===== config.mk =====
export PLATFORM = sky130hd
export DESIGN_NAME = box_overlay
export DESIGN_NICKNAME = d
export VERILOG_FILES = /design/src/rtl/box_overlay.sv
export SDC_FILE = /design/constraint.sdc
export NUM_CORES = 1
export LEC_CHECK = 0
export ABC_AREA = 1
export BUFFER_PORTS_ARGS = -buffer_cell sky130_fd_sc_hd__buf_2
export CAP_MARGIN = 20
export CORE_MARGIN = 2
export CORE_UTILIZATION = 65
export CTS_CLUSTER_DIAMETER = 60
export DETAILED_ROUTE_END_ITERATION = 16
export GPL_ROUTABILITY_DRIVEN = 1
export PLACE_DENSITY = 0.86
export SYNTH_ARGS = -nofsm -noshare
export SYNTH_HDL_FRONTEND = slang
export SYNTH_SLANG_ARGS = --single-unit

===== constraint.sdc =====
create_clock -name clk -period 5.9 [get_ports clk]
set_clock_uncertainty 0.05 [all_clocks]
set_input_delay 1.18 -clock clk [delete_from_list [all_inputs] [get_ports clk]]
set_output_delay 1.18 -clock clk [all_outputs]
set_load 0.02 [all_outputs]

===== src/rtl/box_overlay.sv =====
// box_overlay
//   Draws a rectangular outline of colour BOX_COLOR around the tracked object
//   in an RGB565 pixel stream. The box geometry is computed from the centroid
//   (px, py) and equal-area side length (a), but is latched only at frame start.
//   This keeps the outline from tearing. When detection is lost, the last box
//   keeps being drawn (coasts) for up to HOLD_FRAMES frames.
//
// Ports
//   clk, rst_n         pixel clock, synchronous active-low reset
//   pre_vs/hs/clken    input frame window / line sync / pixel valid
//   pre_imgdata        input RGB565 pixel
//   px, py, a          tracked centroid and object size (sampled at frame start)
//   post_vs/hs/clken   sync/valid delayed by one cycle
//   post_imgdata       pixel with the overlay applied (one cycle latency)
//   box_valid          a box is being drawn in the current frame
module box_overlay #(
   parameter int          H_ACTIVE    = 800,
   parameter int          V_ACTIVE    = 600,
   parameter logic [15:0] BOX_COLOR   = 16'hF800,
   parameter int          LINE_W      = 2,
   parameter int          MIN_SIZE    = 4,
   parameter int          HOLD_FRAMES = 8
) (
   input  logic        clk,
   input  logic        rst_n,
   input  logic        pre_vs,
   input  logic        pre_hs,
   input  logic        pre_clken,
   input  logic [15:0] pre_imgdata,
   input  logic [10:0] px,
   input  logic [10:0] py,
   input  logic [10:0] a,
   output logic        post_vs,
   output logic        post_hs,
   output logic        post_clken,
   output logic [15:0] post_imgdata,
   output logic        box_valid
);

   typedef enum logic [1:0] {IDLE, TRACK, COAST} state_t;

   localparam logic [10:0] H_MAX = 11'(H_ACTIVE - 1);
   localparam logic [10:0] V_MAX = 11'(V_ACTIVE - 1);
   localparam logic [11:0] LW    = 12'(LINE_W);

   state_t      state;
   logic [7:0]  cnt;
   logic [10:0] x, y;
   logic [10:0] box_l, box_r, box_t, box_b;
   logic        vs_d;
   logic        armed;

   // A frame start needs pre_vs to have been seen low since reset. Without
   // this, a reset in the middle of a frame would see pre_vs high with
   // vs_d cleared and take a spurious frame start, drawing into the rest of
   // a frame that must pass through untouched.
   logic fs;
   assign fs = pre_vs & ~vs_d & armed;

   // Candidate geometry from the current inputs; used only on the fs cycle.
   logic signed [11:0] cx, cy, h, lm, rp, tm, bp;
   logic [9:0]         h_half;
   logic [10:0]        nl, nr, nt, nb;
   logic               v;

   always_comb begin
      cx     = $signed({1'b0, (px > H_MAX) ? H_MAX : px});
      cy     = $signed({1'b0, (py > V_MAX) ? V_MAX : py});
      h_half = (a[10:1] == 10'd0) ? 10'd1 : a[10:1];
      h      = $signed({2'b00, h_half});
      lm     = cx - h;
      rp     = cx + h;
      tm     = cy - h;
      bp     = cy + h;
      nl     = (lm < 0) ? 11'd0 : lm[10:0];
      nt     = (tm < 0) ? 11'd0 : tm[10:0];
      nr     = (rp > $signed({1'b0, H_MAX})) ? H_MAX : rp[10:0];
      nb     = (bp > $signed({1'b0, V_MAX})) ? V_MAX : bp[10:0];
      v      = (a >= 11'(MIN_SIZE));
   end

   // Outline test. The right/bottom bands are written as x+LINE_W > R
   // so that R-LINE_W can never underflow for small boxes.
   logic in_box, in_band, on_outline;
   always_comb begin
      in_box  = (x >= box_l) && (x <= box_r) && (y >= box_t) && (y <= box_b);
      in_band = ({1'b0, x} < {1'b0, box_l} + LW) ||
                ({1'b0, x} + LW > {1'b0, box_r}) ||
                ({1'b0, y} < {1'b0, box_t} + LW) ||
                ({1'b0, y} + LW > {1'b0, box_b});
      on_outline = box_valid && in_box && in_band;
   end

   always_ff @(posedge clk) begin
      if (!rst_n) begin
         state        <= IDLE;
         cnt          <= 8'd0;
         x            <= 11'd0;
         y            <= 11'd0;
         box_l        <= 11'd0;
         box_r        <= 11'd0;
         box_t        <= 11'd0;
         box_b        <= 11'd0;
         vs_d         <= 1'b0;
         armed        <= 1'b0;
         post_vs      <= 1'b0;
         post_hs      <= 1'b0;
         post_clken   <= 1'b0;
         post_imgdata <= 16'd0;
         box_valid    <= 1'b0;
      end else begin
         vs_d       <= pre_vs;
         armed      <= armed | ~pre_vs;
         post_vs    <= pre_vs;
         post_hs    <= pre_hs;
         post_clken <= pre_clken;
         post_imgdata <= (pre_clken && on_outline) ? BOX_COLOR : pre_imgdata;

         // Counters; fs has priority over any wrap.
         if (fs) begin
            x <= 11'd0;
            y <= 11'd0;
         end else if (pre_clken) begin
            if (x == H_MAX) begin
               x <= 11'd0;
               y <= (y == V_MAX) ? 11'd0 : y + 11'd1;
            end else begin
               x <= x + 11'd1;
            end
         end

         // Box state only ever changes at frame start.
         if (fs) begin
            if (v) begin
               state     <= TRACK;
               cnt       <= 8'(HOLD_FRAMES);
               box_l     <= nl;
               box_r     <= nr;
               box_t     <= nt;
               box_b     <= nb;
               box_valid <= 1'b1;
            end else if (state != IDLE && cnt != 8'd0) begin
               state     <= COAST;
               cnt       <= cnt - 8'd1;
               box_valid <= 1'b1;
            end else begin
               state     <= IDLE;
               box_valid <= 1'b0;
            end
         end
      end
   end

endmodule


==> qor_table.md <==
| Quantity | Value |
|---|---|
| Buffer levels on the longest clock path | 2 |
| Count of synthesis-stage warnings from yosys | 0 |
| Met2 wirelength from detailed routing | 9425 um |
| Routed metal-1 wirelength | 9528 um |
| Library cells used by synthesis | 46 |
| Critical path startpoint | a[3] |
| DRC violation count after routing | 0 |
| Number of antenna violations at the first check in global routing | 0 |
| Endpoints failing hold | 0 |
| Fraction of the core area covered by cells at the end of the flow | 0.7196 |
| Yosys reg bits | 97 |
| Area enclosed by the die boundary | 14320 um^2 |
| Total via count after detailed routing | 8265 |
| Number of iterations in the first detailed-routing pass | 5 |
| Clock transition time at the flip-flop clock pins of the worst setup and hold paths | 0.07 ns |
| Final antenna diode count | 0 |
| Fill cell count | 1107 |
| Reg-to-reg critical path startpoint | y[2] |
| Main flop type after synthesis | dfxtp_1 |
| Power density cells | 184.2 nW/um^2 |
| Routed WL per cell | 13.53 um |
| Total number of cells along the worst setup path | 15 |
| Setup total negative slack | 0 ns |
| Topmost layer with routed signal wires | met4 |
| Die boundary width | 119.7 um |
| Count of flip-flops with a built-in enable after synthesis | 0 |
| Number of buffers inserted by port buffering | 72 |
| Type of the worst setup path | input port to flop |
| Hold/Removal Path Class | flop to flop |
| Slowest cell on the critical path | fa_1 |
| Maximum number of pins on one net before global-route repair | 44 |
| DR WL met3 | 1010 um |
| Crit path max fanout | 6 |
| Post-cts repair resize count | 0 |
| Worst Path Buf+Inv | 2 |
| DRC marker count from the first detailed-route iteration | 632 |
| Number of buffers created by CTS | 9 |
| Cell Area, Synth | 8695 um^2 |
| Setup violation total in the final timing report | 0 |
| Layout overhead on the synthesized area | 8.735% |
| Static leakage power | 4.814 nW |
| Antenna-violating nets left | 0 |
| Required time worst endpoint | 6.10 ns |
| End point of the critical path | box_t[8] |
| Routability congestion estimate | 0.9400 |
| Number of cells on the worst reg-to-reg path | 17 |
| Overall overflow remaining after global route | 0 |
| Initial core utilization | 0.6618 |
| Async S/R FF share, synth | 0 |
| Outcome | complete, no violations |
| Area of all sequential standard cells | 1942 um^2 |
| Total detailed-routing wirelength | 20600 um |
| Endpoint of the worst register-to-register path | post_imgdata[10] |
| Crit path cell chain | buf_2 -> nor2_1 -> nand4_1 -> nor2_1 -> or2_2 -> ha_1 -> inv_1 -> fa_1 -> a21oi_1 -> o21ai_0 -> nand2_1 -> o311ai_0 -> or2_2 -> nand3_1 -> a21oi_1 |
| Setup crit end kind | flop |
| Multi-input gate area | 5813 um^2 |
| Setup crit start kind | input port |
| Ratio of routed vias to standard cells | 5.430 |
| Max Cap Violations | 0 |
| Slew headroom | 0.6184 |
| Setup fix buffers added after clock tree synthesis | 0 |
| Worst slew pin tran | 0.5715 ns |
| Clock tree from TritonCTS | done |
| Boundary Pins | 74 |
| Buffer cell driving the clock tree root | clkbuf_16 |
| Fraction of layout instances using a drive strength above 1 | 0.1122 |
| Min cycle time layout | 3.680 ns |
| Kind of cell with the highest combined delay on the critical path | simple AND/OR/NAND/NOR gates |
| Number of pins with negative max-slew slack in the final report | 0 |
| Final net count | 1533 |
| RSZ-0062 raised after global routing | false |
| Crit-path max cell delay | 0.45 ns |
| Worst reg2reg setup slack | 2.78 ns |
| Half-perimeter wire length after placement | 16240 um |
| Overall Global Routing Usage | 0.2934 |
| Highest-count cells in the layout ignoring fill and taps | nand2_1 (244), inv_1 (206), ha_1 (134), nor2_1 (125), a21oi_1 (111) |
| Most common cell after layout, fill and taps aside | nand2_1 |
| Clock latency reported for the late side of the worst-skew pair | 0.37 ns |
| FP Rows | 42 |
| Crit share post-route | 0.6237 |
| Max IR drop VDD | 0.1524 mV |
| Clock H-tree levels | 3 |
| Sequential fraction of the synthesis area | 0.2233 |
| Hold buffers post-CTS | 0 |
| Instance count of the mapped netlist | 1289 |
| Number of global-route vias before repair | 7603 |
| Global-route wire length before repair | 34200 um |
| Highest clock rate | 0.2718 GHz |
| Clock tree sinks | 97 |
| Die span in y | 119.7 um |
| Mean Syn Cell Area | 6.745 um^2 |
| Number of nets produced by synthesis | 1481 |
| Area of the core region | 13140 um^2 |
| Arrival time at the worst endpoint | 3.88 ns |
[report_power, final]
part	leakage [nW]	internal [mW]	switching, mW
sequential	0.791	0.679	0.0160
clock	0.150	0.302	0.298
combinational	3.87	0.160	0.287
total	4.81	1.14	0.601
[cells in the mapped netlist (13+ instances only)]
cell type / count / share of area
nand2_1: 244 / 0.11
inv_1: 206 / 0.089
ha_1: 134 / 0.19
nor2_1: 125 / 0.054
a21oi_1: 111 / 0.064
dfxtp_1: 97 / 0.22
nand3_1: 75 / 0.043
o21ai_0: 51 / 0.029
xor2_1: 44 / 0.044
nor3_1: 22 / 0.013
or2_2: 22 / 0.016
clkbuf_1: 20 / 0.0086
nand4_1: 19 / 0.014
nor2_2: 13 / 0.0094
[logic make-up after synthesis]
family | Yosys count | synth area share
compound gates | 193 | 0.1179
xor+xnor | 52 | 0.05238
fa+ha+maj | 138 | 0.2020
buf+inv | 244 | 0.1081
flops | 97 | 0.2233
simple gates | 565 | 0.2963
[worst register-to-register path, delay by kind of cell, from the launching register on]
kind                     cells  cell delay [ns]
buffers and inverters        2             0.19
AND/OR/NAND/NOR             12             1.63
XOR/XNOR                     1             0.12
flip-flops                   1             0.46
adder cells (fa/ha/maj)      2             0.60
[metal layers]
metal,vias up,track usage
li1,4267,-
met1,3730,0.3854
met2,215,0.4829
met3,53,0.04183
met4,0,0.1228
met5,-,0
[how the worst min path moves through the flow]
| stage | endpoint | from | cells after the start | slack, ns |
|---|---|---|---|---|
| 4_1_cts | state[1] | state[1] | 2 | 0.41 |
| 3_5_place_dp | state[1] | state[1] | 2 | 0.39 |
| 3_3_place_gp | state[1] | state[1] | 2 | 0.38 |
| 6_report | state[0] | state[0] | 2 | 0.41 |
| 5_1_grt | state[1] | state[1] | 2 | 0.41 |
| 2_1_floorplan | state[0] | state[0] | 2 | 0.37 |
[cell type report]
class / count / area share
multi-input combinational: 948 / 0.6149
sequential: 97 / 0.2054
inverter: 211 / 0.08377
timing repair buffer: 74 / 0.03970
clock buffer: 9 / 0.02382
tap: 176 / 0.02329
clock inverter: 7 / 0.009132
[registers in the layout (all words and copies together), names as in the netlist]
signal,cells
vs_d,1
y,11
box_l,11
post_imgdata,16
box_valid,1
cnt,8
post_hs,1
armed,1
post_clken,1
state,2
box_r,11
box_t,11
box_b,11
x,11
[through the flow]
stage | setup WS, ns | total power, mW | instance area (um^2) | instances | hold slack, ns
finish | 2.220 | 1.742 | 9454 | 1522 | 0.4063
global route | 1.882 | 1.830 | 9454 | 1522 | 0.4150
CTS | 2.232 | 1.737 | 9454 | 1522 | 0.4077
detailed placement | 1.857 | 1.148 | 9143 | 1506 | 0.3891
global placement | 1.894 | 1.135 | 9143 | 1506 | 0.3844
floorplan | 2.388 | 1.038 | 8695 | 1289 | 0.3685
No activity file was read; power rests on OpenSTA's default activity.
